File: src/rtl/reg_file_pkg.sv
// Shared widths, well-known register indices and payload types for the integer register file.
package reg_file_pkg;

  localparam int unsigned REG_ADDR_W = 5;
  localparam int unsigned REG_DATA_W = 32;

  typedef logic [REG_ADDR_W-1:0] reg_addr_t;
  typedef logic [REG_DATA_W-1:0] reg_data_t;

  localparam reg_addr_t REG_ZERO = 5'd0;
  localparam reg_addr_t REG_A0   = 5'd10;

endpackage

File: src/rtl/reg_file_read_port.sv
// One combinational read port: x0 forced to zero, optional write-first forwarding.
// Forwarding is compiled in only when REG_FILE_WRITE_BYPASS_EN is defined.
module reg_file_read_port
  import reg_file_pkg::*;
#(
  parameter int unsigned ADDR_WIDTH = REG_ADDR_W,
  parameter int unsigned DATA_WIDTH = REG_DATA_W,
  localparam int unsigned DEPTH     = 2**ADDR_WIDTH
) (
  input  logic [ADDR_WIDTH-1:0] addr,
  input  logic [DATA_WIDTH-1:0] mem [DEPTH],
  input  logic                  byp_we,
  input  logic [ADDR_WIDTH-1:0] byp_addr,
  input  logic [DATA_WIDTH-1:0] byp_data,
  output logic [DATA_WIDTH-1:0] data
);

`ifdef REG_FILE_WRITE_BYPASS_EN
  // A matching in-flight write overrides the stored value; x0 stays zero regardless.
  always_comb begin
    data = '0;
    if (addr != '0) begin
      if (byp_we && (byp_addr == addr)) begin
        data = byp_data;
      end else begin
        data = mem[addr];
      end
    end
  end
`else
  logic unused_byp;
  assign unused_byp = ^{byp_we, byp_addr, byp_data};

  always_comb begin
    data = '0;
    if (addr != '0) begin
      data = mem[addr];
    end
  end
`endif

endmodule

File: src/rtl/reg_file.sv
// 32 x 32 RISC-V integer register file: two combinational reads, one synchronous write, a0 tap.
// Optional write-first forwarding on the read ports via REG_FILE_WRITE_BYPASS_EN.
module reg_file
  import reg_file_pkg::*;
#(
  parameter int unsigned ADDR_WIDTH = REG_ADDR_W,
  parameter int unsigned DATA_WIDTH = REG_DATA_W
) (
  input  logic                  clk,
  input  logic                  rst,
  input  logic [ADDR_WIDTH-1:0] AD1,
  input  logic [ADDR_WIDTH-1:0] AD2,
  input  logic [ADDR_WIDTH-1:0] AD3,
  input  logic                  WE3,
  input  logic [DATA_WIDTH-1:0] WD3,
  output logic [DATA_WIDTH-1:0] RD1,
  output logic [DATA_WIDTH-1:0] RD2,
  output logic [DATA_WIDTH-1:0] a0
);

  localparam int unsigned DEPTH = 2**ADDR_WIDTH;

  logic [DATA_WIDTH-1:0] regs [DEPTH];
  logic                  byp_we;

  // Reset wins over a coincident write; writes to x0 are dropped so it stays zero.
  always_ff @(posedge clk) begin
    if (rst) begin
      for (int i = 0; i < int'(DEPTH); i++) begin
        regs[i] <= '0;
      end
    end else if (WE3 && (AD3 != '0)) begin
      regs[AD3] <= WD3;
    end
  end

  // Forwarding must not expose data from a write that reset is about to discard.
  assign byp_we = WE3 & ~rst;

  reg_file_read_port #(
    .ADDR_WIDTH (ADDR_WIDTH),
    .DATA_WIDTH (DATA_WIDTH)
  ) u_rd1 (
    .addr     (AD1),
    .mem      (regs),
    .byp_we   (byp_we),
    .byp_addr (AD3),
    .byp_data (WD3),
    .data     (RD1)
  );

  reg_file_read_port #(
    .ADDR_WIDTH (ADDR_WIDTH),
    .DATA_WIDTH (DATA_WIDTH)
  ) u_rd2 (
    .addr     (AD2),
    .mem      (regs),
    .byp_we   (byp_we),
    .byp_addr (AD3),
    .byp_data (WD3),
    .data     (RD2)
  );

  // a0 always shows stored state, never forwarded data.
  assign a0 = regs[ADDR_WIDTH'(REG_A0)];

endmodule

File: config.mk
export PLATFORM = sky130hd
export DESIGN_NAME = reg_file
export DESIGN_NICKNAME = d
export VERILOG_FILES = /design/src/rtl/reg_file_pkg.sv /design/src/rtl/reg_file_read_port.sv /design/src/rtl/reg_file.sv
export SDC_FILE = /design/constraint.sdc
export NUM_CORES = 2
export LEC_CHECK = 0
export ABC_CLOCK_PERIOD_IN_PS = 6200
export BUFFER_PORTS_ARGS = -buffer_cell sky130_fd_sc_hd__buf_2
export CAP_MARGIN = 30
export CORE_MARGIN = 4
export CORE_UTILIZATION = 56
export CTS_CLUSTER_SIZE = 10
export DETAILED_ROUTE_END_ITERATION = 12
export PLACE_DENSITY_LB_ADDON = 0.2
export SLEW_MARGIN = 20
export SYNTH_ARGS = -nofsm -noshare
export SYNTH_HDL_FRONTEND = slang
export SYNTH_SLANG_ARGS = --single-unit
File: constraint.sdc
create_clock -name clk -period 6.2 [get_ports clk]
set_clock_uncertainty 0.05 [all_clocks]
set_input_delay 0.93 -clock clk [delete_from_list [all_inputs] [get_ports clk]]
set_output_delay 0.93 -clock clk [all_outputs]
set_load 0.005 [all_outputs]
Word-level counts from Yosys, hierarchy flattened

Index checks and enable logic that the tools add are counted.

Flip-flop bits (word level): 1024
Latch bits: 0
Bits in writable memories: 0
ROM bits: 0
Input port bits: 50
Output and inout port bits: 96
Word-level logic and storage cells: 55
Memories: 0

Add/sub/neg operators: 0
Multipliers: 0
Divide/modulo/power cells: 0
Order comparisons: 4
Equality and inequality tests: 0
Shifts and indexed selects: 0
Multiplexer cells: 11
Bitwise gates (word level): 3
Reduce and logical (&&, ||, !) cells: 5

Operators by type and width:

| kind                                                        | number |
|---|---|
| bitwise mux 1024 bit                                        | 1 |
| binary-select mux 32 bit (select 5 bit)                     | 2 |
| two-way mux 32 bit                                          | 7 |
| demux 32 bit (select 5 bit)                                 | 1 |
| >= comparator 6 bit (second input constant)                 | 3 |
| inverter 5 -> 6 bit                                         | 3 |
| nonzero test 5 bit                                          | 3 |
| less-than comparator 6 x 1 -> 1 bit (second input constant) | 1 |
| logical AND 1 bit                                           | 2 |

Depth between registers and ports, before layout

Word-level depth: 6
Mapped depth: 9
Mapped depth without buffers: 4

By module

A second synthesis with hierarchy kept.

Cell total of the unflattened synthesis: 4793
Area total of the unflattened synthesis: 56026.2 um2

By module, submodules not included:

| module             | instances | cells an instance | area each (um2) |
|---|---|---|---|
| reg_file           | 1         | 3465              | 39290.2 |
| reg_file_read_port | 2         | 664               | 8368.0 |

Worst setup path before layout

OpenSTA, ideal clock, no wires.

Kind: input-to-output
Start point: in AD1[0]
End point: out RD1[0]
Data arrival time: 2.343 ns
Path slack: 2.877 ns
Stages on the path: 7
Buffers on the path: 4
Path through: buf_6 -> buf_12 -> buf_8 -> buf_2 -> mux4_2 -> o21ai_1 -> a31oi_1

Longest elaborated chain between the ends: 5

RTL lines:

| what                                                  | RTL line                 | source |
|---|---|---|
| start, declared                                       | reg_file.sv:11           | `input logic [ADDR_WIDTH-1:0] AD1,` |
| inverter 5 -> 6 bit (implied by the code)             | reg_file_read_port.sv:37 | `data = mem[addr];` |
| binary-select mux 32 bit (select 5 bit)               | reg_file_read_port.sv:37 |  |
| two-way mux 32 bit (implied by the code) (2 in a row) | reg_file_read_port.sv:37 |  |
| two-way mux 32 bit *                                  | reg_file_read_port.sv:36 | `if (addr != '0) begin` |
| end, declared                                         | reg_file.sv:16           | `output logic [DATA_WIDTH-1:0] RD1,` |

Mark *: on every way between the ends. The rest lies on a longest branch, timed or not. The select of a mux whose other input is x is not followed.

Worst setup path in the final report

Start point: in AD1[1]
End point: out RD1[31]

The elaborated chain is that of the path after synthesis.

==> key figures <==
Power
  • Sw frac: 0.254
  • Pint: around 10 mW
  • Clock share of power: 0.435
  • P_leak: 18.3 nW
  • Worst VDD drop: 0.223 mV
  • Sw Pwr: about 3.5 mW
  • Seq pwr share: 0.477
  • Gate power share: 0.088
  • PwrDens: around 250 nW/um^2

Drt
  • WL per Instance: between 20 and 30 um
  • Routed Antenna Nets: 0
  • Via/cell ratio: between 6 and 7
  • DRC viols: 0
  • Via count: 47.1k
  • Final wirelength: a little under 200000 um
  • Initial DRC count: 7884
  • TritonRoute pass-1 iters: 7

Floorplanning
  • # rows: approximately 110
  • Core area: between 90000 and 100000 sq um
  • # IOs: 146
  • Starting density of the core: 0.566
  • Die H: roughly 310 um
  • Die area: just under 100000 sq um
  • Die width: approximately 310 um

Critical path
  • Most frequent CP cell: buf_4
  • CP peak stage delay: ~970 ps
  • FF-to-FF setup slack: 5230 ps
  • CP delay by family, top: buffers and inverters
  • R2r endpoint: a0[23]$_SDFFE_PP0P_
  • CP required: ~5200 ps
  • Worst Setup End Kind: output port
  • Critical path startpoint category: primary input
  • CP arrival: roughly 4300 ps
  • Critical path cell sequence: buf_4, inv_4, buf_4, mux2i_1, a221o_1, a31oi_1, buf_2
  • Crit path kind: in2out
  • Slowest cell on the critical path: buf_4
  • Buf+Inv Stages, Crit Path: 4
  • Worst Reg-to-Reg Cells: 2
  • Reg2reg start: a0[23]$_SDFFE_PP0P_
  • CP max FO: 45

GRT
  • GRT busiest layer: met2
  • Grt ovf: 0
  • Vias in the first global route: approximately 44k
  • First-pass GRT wire length: 286000 um
  • Met3 Resource Use GR: 0.132
  • Initial antenna violation count: 13
  • Met2 usage: 0.556
  • Pin count of the biggest net entering global routing: about 230
  • M1 GR Usage: 0.515
  • All-layer global routing usage: 0.385

Synthesis
  • Sequential share of the synthesized area: 0.394
  • Synth warnings: 0
  • Post-synthesis mux area share: 0.238
  • Combinational family with the most area after synthesis: multiplexers
  • Syn_nets: between 5k and 6k
  • Post-Syn Area per Cell: roughly 8.9 sq um
  • Post-synthesis cell type count: 41
  • Post-synthesis compound-gate area fraction: 0.143
  • Synth Cell Area: around 52000 sq um
  • Synth top area share: 0.394
  • Post-synth top area cell: dfxtp_1
  • Yosys reg bits: 1024
  • Syn Inst Count: 5865
  • Simple-Gate Fraction of Synth Area: 0.165
  • Ranking of synthesized cells by area: dfxtp_1 (39%), mux4_2 (19%), nand2_1 (15%)
  • Post-synthesis adder-cell area fraction: 0
  • Synth Area in XOR/XNOR: 0

Layout
  • Layout cells sized above 1: 0.167
  • Post-layout util: 0.611
  • Non-filler cells, final: 6875
  • P&R area growth vs syn: 8.02%
  • Fin nets: 5649

Clock network
  • CTS tree: built
  • Num CTS Buffers: about 110
  • CTS sink cnt: between 1k and 1.5k
  • Setup Buffers After CTS: 0
  • Clk_lat worst skew: slightly below 700 ps
  • Clock Tree Root: clkbuf_16
  • H-tree depth: 3
  • CTS resizes: 0
  • Hold Buf Count CTS: 0
  • CTS max path bufs: 3
  • CTS clk-pin slew, worst paths: roughly 50 ps

STA
  • Worst setup margin: ~960 ps
  • Setup TNS: 0 ps
  • Final setup violation count: 0
  • Unrepaired setup endpoints after global routing: false
  • Max Fclk: between 150 and 200 MHz
  • Tmin final: 5240 ps
  • Slew headroom: 0.183
  • Max-slew violation count: 0
  • Final worst path period share: 0.846
  • Endpoints failing hold: 0
  • Worst Tran Pin Value: between 1000 and 1500 ps

Place
  • GPL Wtd Cong: roughly 0.94
  • Pre-CTS WS: ~1200 ps
  • IO Port Bufs: roughly 150
  • Placed Cells: approximately 6.7k
  • Placed wire-length estimate: 120000 um

Worst hold path
  • WHS Endpoint: regs[815]$_SDFFE_PP0P_
  • Hold_sp: regs[815]$_SDFFE_PP0P_
  • Hold/Removal Path Class: reg2reg
  • Worst Hold Depth: 2

Run
  • Max-capacitance violation count: 0

Status
  • Run status: finished clean
through the flow:
step / hold slack (ps) / cell area, sq um / power, mW
after global placement: 399 / 52400 / 7.96
after detailed placement: 407 / 52900 / 7.99
after floorplan: 393 / 52000 / 7.57
final: 415 / 56200 / 14.0
after CTS: 414 / 56000 / 13.9
after global routing: 426 / 56200 / 14.3
registers in the layout (all words and copies together) (netlist names):
name,flops
regs,992
a0,32
per-layer routing:
| layer | share of wire | routed length (um) |
|---|---|---|
| met3 | 0.15 | 30200 |
| met4 | 0.055 | 10700 |
| met1 | 0.36 | 70600 |
| met5 | 0.00047 | 92 |
| met2 | 0.43 | 83900 |
final cells by class:
type                    instances  area (sq um)
fillers                      7844         35800
multi-input cells            4185         28600
flip-flops and latches       1024         20500
clock buffers                 140          3110
repair buffers                272          2350
well taps                    1243          1560
diodes                          8          20.0
inverters                       2          11.3
clock inverters                 1          8.76
synth_stat cells, drive strengths merged:
cell type / count
or4: 1
a221o: 32
buf: 264
nand4bb: 2
mux2i: 192
nand4: 1
a31oi: 32
nor2b: 71
o21ai: 77
or2: 4
nand2b: 3
nand2: 2048
a21oi: 992
nand3: 1
mux2: 32
a211oi: 32
dfxtp: 1024
a22oi: 64
nand4b: 3
nor2: 27
inv: 2
and4bb: 4
nor4b: 1
nor3: 3
and3: 1
o2111ai: 19
and3b: 3
clkbuf: 390
a311oi: 32
and2: 10
nand3b: 2
and4b: 3
mux4: 448
a221oi: 45
cells by family (layout without fill, tap and decap cells):
kind of cell / Yosys count / count (layout)
mux: 672 / 672
simple gates: 2188 / 2188
flops: 1024 / 1024
other cells: 0 / 8
buf+inv: 656 / 415
compound gates: 1325 / 1325
power by group through the flow:
stage,sequential [mW],clock (mW),combinational (mW)
2_1_floorplan,6.79,0,0.780
3_3_place_gp,6.81,0,1.16
3_5_place_dp,6.81,0,1.18
4_1_cts,6.67,6.08,1.18
5_1_grt,6.67,6.34,1.26
6_report,6.67,6.08,1.23
placed cells by master, fill, tap and decap left out, drive strengths merged, types with 3 or more instances in the layout:
cell,count
o2111ai,19
nand4b,3
nor2,27
and4b,3
or2,4
a211oi,32
a21oi,992
and2,10
a221oi,45
clkbuf,140
a22oi,64
mux4,448
nor3,3
buf,272
a31oi,32
and4bb,4
and3b,3
nor2b,71
a221o,32
mux2,32
dfxtp,1024
nand2,2048
mux2i,192
a311oi,32
diode,8
o21ai,77
nand2b,3
worst register-to-register path: cells and delay by family (launching register included):
family	cells	cell delay [ps]
flops	1	590
compound gates	1	160
simple gates	1	90
worst max path at each step:
stage | from | to | slack [ps] | depth (start not counted)
final | AD1[1] | RD1[31] | 960 | 7
after global placement | AD1[1] | RD1[24] | 1140 | 6
after floorplan | AD1[0] | RD1[0] | 2880 | 7
after global routing | AD1[1] | RD1[31] | 1100 | 7
after CTS | AD1[1] | RD1[31] | 1200 | 7
after detailed placement | AD1[1] | RD1[31] | 1210 | 7
No activity file was read; power rests on OpenSTA's default activity.
